<file path="config.mk">
export PLATFORM = sky130hd
export DESIGN_NAME = tmrnbit
export DESIGN_NICKNAME = d
export VERILOG_FILES = /design/src/rtl/tmrnbit_pkg.sv /design/src/rtl/tmrnbit.sv
export SDC_FILE = /design/constraint.sdc
export NUM_CORES = 1
export LEC_CHECK = 0
export ABC_AREA = 1
export BUFFER_PORTS_ARGS = -buffer_cell sky130_fd_sc_hd__buf_4
export CELL_PAD_IN_SITES_DETAIL_PLACEMENT = 1
export CELL_PAD_IN_SITES_GLOBAL_PLACEMENT = 1
export CORE_ASPECT_RATIO = 1.25
export CORE_MARGIN = 4
export CORE_UTILIZATION = 39
export DETAILED_ROUTE_END_ITERATION = 12
export PLACE_DENSITY = 0.84
export SLEW_MARGIN = 40
export SYNTH_ARGS = -nofsm -noshare
export SYNTH_HDL_FRONTEND = slang
export SYNTH_SLANG_ARGS = --single-unit
export TNS_END_PERCENT = 100
</file>
<file path="constraint.sdc">
create_clock -name clk_i -period 2.47 [get_ports clk_i]
set_clock_uncertainty 0.15 [all_clocks]
set_input_delay 0.3705 -clock clk_i [delete_from_list [all_inputs] [get_ports clk_i]]
set_output_delay 0.3705 -clock clk_i [all_outputs]
set_load 0.02 [all_outputs]
</file>
<file path="src/rtl/tmrnbit_pkg.sv">
// tmrnbit_pkg: shared definitions for the tmrnbit down-counting timer.
//   STATE_W    - width of the FSM state encoding
//   ST_IDLE    - idle, count held at 0
//   ST_RUN     - counting down
//   ST_EXPIRED - count reached 0, waiting for acknowledge
package tmrnbit_pkg;

  localparam int unsigned STATE_W = 2;

  localparam logic [STATE_W-1:0] ST_IDLE    = 2'd0;
  localparam logic [STATE_W-1:0] ST_RUN     = 2'd1;
  localparam logic [STATE_W-1:0] ST_EXPIRED = 2'd2;

  typedef enum logic [STATE_W-1:0] {
    StIdle    = ST_IDLE,
    StRun     = ST_RUN,
    StExpired = ST_EXPIRED
  } state_e;

endpackage

</file>
<file path="src/rtl/tmrnbit.sv">
// tmrnbit: loadable N-bit down-counting timer with one-cycle terminal-count
// pulse and sticky expired flag.
//
// Optional feature: define TMRNBIT_AUTORELOAD_EN to reload the count from the
// last loaded value on expiry and keep running (periodic tc_o).
//
// Ports:
//   clk_i    - system clock, rising edge
//   rst_n_i  - asynchronous active-low reset
//   ld_i     - load val_i and start (restarts if running)
//   val_i    - initial count, sampled when ld_i=1
//   stop_i   - abort to IDLE, count cleared
//   pause_i  - hold count while running
//   ack_i    - acknowledge expiry (EXPIRED -> IDLE)
//   cnt_o    - remaining count
//   busy_o   - 1 while running
//   tc_o     - registered one-cycle terminal-count pulse
//   exp_o    - 1 while expired
module tmrnbit
  import tmrnbit_pkg::*;
#(
  parameter int unsigned N = 16
) (
  input  logic         clk_i,
  input  logic         rst_n_i,
  input  logic         ld_i,
  input  logic [N-1:0] val_i,
  input  logic         stop_i,
  input  logic         pause_i,
  input  logic         ack_i,
  output logic [N-1:0] cnt_o,
  output logic         busy_o,
  output logic         tc_o,
  output logic         exp_o
);

  localparam logic [N-1:0] CntZero = '0;
  localparam logic [N-1:0] CntOne  = {{(N-1){1'b0}}, 1'b1};

  state_e       state_q;
  logic [N-1:0] cnt_q;
  logic         tc_q;

`ifdef TMRNBIT_AUTORELOAD_EN
  logic [N-1:0] reload_q;
`endif

  // Priority: stop > load > ack > pause > decrement.
  always_ff @(posedge clk_i or negedge rst_n_i) begin
    if (!rst_n_i) begin
      state_q  <= StIdle;
      cnt_q    <= CntZero;
      tc_q     <= 1'b0;
`ifdef TMRNBIT_AUTORELOAD_EN
      reload_q <= CntZero;
`endif
    end else begin
      tc_q <= 1'b0;
      if (stop_i) begin
        state_q <= StIdle;
        cnt_q   <= CntZero;
      end else if (ld_i) begin
        cnt_q <= val_i;
`ifdef TMRNBIT_AUTORELOAD_EN
        reload_q <= val_i;
`endif
        if (val_i != CntZero) begin
          state_q <= StRun;
        end else begin
          // A zero load expires immediately, even with auto-reload.
          state_q <= StExpired;
          tc_q    <= 1'b1;
        end
      end else begin
        unique case (state_q)
          StRun: begin
            if (!pause_i) begin
              if (cnt_q > CntOne) begin
                cnt_q <= cnt_q - CntOne;
              end else begin
                tc_q <= 1'b1;
`ifdef TMRNBIT_AUTORELOAD_EN
                cnt_q <= reload_q;
`else
                cnt_q   <= CntZero;
                state_q <= StExpired;
`endif
              end
            end
          end
          StExpired: begin
            cnt_q <= CntZero;
            if (ack_i) begin
              state_q <= StIdle;
            end
          end
          default: begin
            state_q <= StIdle;
            cnt_q   <= CntZero;
          end
        endcase
      end
    end
  end

  // Flags decode from state so an asynchronous reset clears them at once.
  assign cnt_o  = cnt_q;
  assign tc_o   = tc_q;
  assign busy_o = (state_q == StRun);
  assign exp_o  = (state_q == StExpired);

endmodule

</file>
Yosys cells after proc, flatten, opt, wreduce, memory -nomap -nowiden
Cells that the tools add are included.

word-level totals
  bits in registers = 19
  input bits = 22
  output and inout bits = 19
  logic and storage cells = 30

cells by class
  add/sub/neg operators = 1
  magnitude comparators = 1
  equality and inequality tests = 5
  multiplexer cells = 18
  reduce and logical (&&, ||, !) cells = 2

operators with widths
  cell                     number
  $mux W16                 5
  $gt A16 B1 Y1 const B    1
  $reduce_bool A16 Y1      1
  $sub A16 B1 Y16 const B  1
  $mux W2                  6
  $ne A4 B4 Y1 const B     3
  $mux W1                  6
  $pmux W2 S2              1
  $reduce_and A3 Y1        1
  $eq A2 B1 Y1 const B     1
  $eq A2 B2 Y1 const B     1

Longest topological paths before layout
  depth in word-level cells = 6
  mapped depth = 13
  depth with buffers taken out = 13

Worst setup path after synthesis
OpenSTA, ideal clock, no wires.

  path type = reg-to-reg
  start = register cnt_q[0], in the netlist cnt_o[0]
  end = register cnt_q[14], in the netlist cnt_o[14]
  library setup time = 0.065 ns
  data arrival time = 1.548 ns
  required time = 2.255 ns
  path slack = 0.707 ns
  stages on the path, launching flop included = 13
  path buffers = 1
  period minus slack after synthesis = 1.763 ns
  cell sequence = dfrtp_1 -> inv_1 -> ha_1 -> inv_1 -> nand2_1 -> nand2_1 -> nor2_1 -> nand2_2 -> nand3_4 -> buf_8 -> o21ai_2 -> nand2_1 -> nand2_1

on the way
  longest elaborated chain between the ends = 6
  elaborated cells between the ends (all ways) = 7
  those cells by class = add/sub: 1; order compare: 1; mux: 5

RTL lines
  item                                              RTL line                      text
  from (decl)                                       tmrnbit.sv:41                 logic [N-1:0] cnt_q;
  from (signal assigned)                            tmrnbit.sv:52                 cnt_q <= CntZero;
  from (signal assigned)                            tmrnbit.sv:61                 cnt_q <= CntZero;
  from (signal assigned)                            tmrnbit.sv:63                 cnt_q <= val_i;
  $sub A16 B1 Y16 or $gt A16 B1 Y1 (tied branches)  tmrnbit.sv:79, tmrnbit.sv:78
  $mux W16 *                                        tmrnbit.sv:78                 if (cnt_q > CntOne) begin
  $mux W16 *                                        tmrnbit.sv:77                 if (!pause_i) begin
  $mux W16 *                                        tmrnbit.sv:75                 unique case (state_q)
  $mux W16 *                                        tmrnbit.sv:62                 end else if (ld_i) begin
  $mux W16 *                                        tmrnbit.sv:59                 if (stop_i) begin

Mark *: on every way between the ends. The rest lies on a longest branch, timed or not. The select of a mux whose other input is x is not followed.
A chain may end at the register's enable or synchronous reset.

Worst setup path after layout
  start = register cnt_q[0], in the netlist cnt_o[0]
  end = register cnt_q[12], in the netlist cnt_o[12]

Same word-level chain as after synthesis.

==> results.cfg <==
[outcome]
status = finished clean

[timing]
max_freq_mhz = 517.1
maxSlewViolCount = 0
fin_crit_ns = 1.934
setup_viol = 0
final.setup.tns_ns = 0
relSlewSlack_pct = 72.19
holdWs_ns = 0.1893
rsz0062_at_grt = no
hold_viol = 0
period_share_pct = 78.29
setup_ws_ns = 0.5361
worst_pin_slew_ns = 0.4162

[placement]
hpwl_microns = 3337
place.gp.congestion = 0.7635
place_ws_ns = 0.5146
dp_cells = 308
port_buffers = 40
place_area_sq_um = 1819

[grt]
grt_pass1_vias = 1652
grt_pass1_wl_microns = 7583
globalRouteOverflowTotal = 0
grtUsageTotal_pct = 19.27
antenna_found_initial = 0
grt_max_degree = 20

[worst_hold_path]
hp-class = in2reg

[clock_tree]
clk_pin_slew_ns = 0.08
clock_sinks = 19
cts_resized = 0
numCtsBuffers = 3
htree_levels = 1
post_cts_buffers = 0
cts_tree = done
hold_buffers = 1
clock_latency_ns = 0.26
cts_buffer_depth = 2
cts_root_buffer = clkbuf_8

[worst_setup_path]
crit_arrival_ns = 1.94
path_class = reg2reg
cp_data_required_time_ns = 2.48
crit_fanout = 12
start_kind = flop
endpoint_kind = flop

[cells_and_area]
mostFrequentLayoutCells = 112 x nand2_1, 40 x buf_4, 27 x nor2_1, 19 x dfrtp_1, 17 x inv_1
stdcell_area_sq_um = 1874
final_cells = 313
nets = 298
drive_gt1_share_pct = 25.27
area_delta_synth_final_pct = 23.50
nFillCells = 534
antenna_cells = 0
final_core_util_pct = 49.93
layout_commonest_cell = nand2_1

[detailed_routing]
vias_per_cell = 5.000
post_drt_wl_per_cell_microns = 13.74
firstDrtPassIters = 4
wl_microns = 4301
detail-route-antenna-nets = 0
via_count = 1565
first_iter_violations = 61
post-route-drc-count = 0

[yosys]
avgSynthCellArea_sq_um = 6.514
yosys-top-cells-area = dfrtp_1 31%, nand2_1 28%, nor2_1 6.7%, o21ai_2 5.8%, inv_1 4.2%
synth.largest_area_cell = dfrtp_1
synthCells = 233
ys_types = 23
synth_seq_cells = 19
yosysSeqAreaShare_pct = 31.33
syn-num-nets = 257
yosysWarnings = 0
synth.cell_area_sq_um = 1518
synth_top_area_share_pct = 31.33

[floorplanning]
boundaryPins = 41
row_count = 25
die_area_sq_um = 4960
initial_core_util_pct = 40.43
die_h_microns = 77.75
core-area_sq_um = 3754
fp.dieW_microns = 63.80

[power_and_ir_drop]
leakage_nw = 1.057
power.total_uw = 895.7
power_density_nw_per_um2 = 477.9
peakVddDrop_uv = 238.6

[run]
drv_cap = 0
## worst paths after layout
| path | from | end | slack [ns] | depth (start not counted) |
|---|---|---|---|---|
| hold reg to reg | state_q[0]$_DFFE_PN0P_ | state_q[0]$_DFFE_PN0P_ | 0.38 | 2 |
| hold / removal | stop_i | state_q[0]$_DFFE_PN0P_ | 0.19 | 2 |
| setup reg to reg | cnt_o[0]$_DFFE_PN0P_ | cnt_o[12]$_DFFE_PN0P_ | 0.54 | 13 |
| setup / recovery | cnt_o[0]$_DFFE_PN0P_ | cnt_o[12]$_DFFE_PN0P_ | 0.54 | 13 |
| max in group asynchronous | rst_n_i | cnt_o[5]$_DFFE_PN0P_ | 1.58 | 2 |
| min in group asynchronous | rst_n_i | cnt_o[11]$_DFFE_PN0P_ | 0.38 | 2 |
## per-layer routing
layer,vias up,GRT usage (%),routed length (microns)
met5,-,0,0
met4,0,5.832,44
met3,4,1.881,165
met2,33,34.85,2216
met1,732,23.65,1875
li1,796,-,-
## Yosys cell counts, drive strengths merged
library cell and count:
buf 4, o21ai 15, nand2 117, o21bai 2
nor2 36, dfrtp 19, inv 18, xor2 2
ha 2, clkbuf 1, nand3b 6, nand3 6
xnor2 3, nand4 2
## final cells by class
type | instances | area, sq um | share of cell area [%]
Timing Repair Buffer | 41 | 310.3 | 16.56
Tap cell | 40 | 50.05 | 2.670
Clock buffer | 4 | 45.04 | 2.403
Inverter | 18 | 67.56 | 3.605
Multi-Input combinational cell | 191 | 925.9 | 49.40
Sequential cell | 19 | 475.5 | 25.37
## where the power goes
group	switching, mW	leakage, nW	internal (mW)
logic	0.189	0.781	0.121
registers	0.0279	0.254	0.328
clock network	0.115	0.0228	0.115
total	0.332	1.06	0.564
## worst max-delay path, cell delays in order, from the launching register on
cell and delay, ns:
dfrtp_1 0.44, inv_1 0.11, ha_1 0.22, inv_1 0.06, nand2_1 0.06, nand2_1 0.04, nor2_1 0.11, nand2_2 0.09
nand3_4 0.19, inv_1 0.13, nand2_1 0.08, nand2_1 0.05, nand2_1 0.05, nand2_1 0.04
## state kept, by name, summed over array words and instances, names as in the netlist
name,cells
cnt_o,16
state_q,2
tc_o,1
## logic make-up (layout without fill, tap and decap cells)
group	Yosys count	in the layout	synth area share, %
fa+ha+maj	2	2	1.649
flops	19	19	31.33
compound gates	17	17	8.408
buf+inv	23	63	7.666
simple gates	167	167	48.06
xor+xnor	5	5	2.886
(Power assumes the default switching activity.)
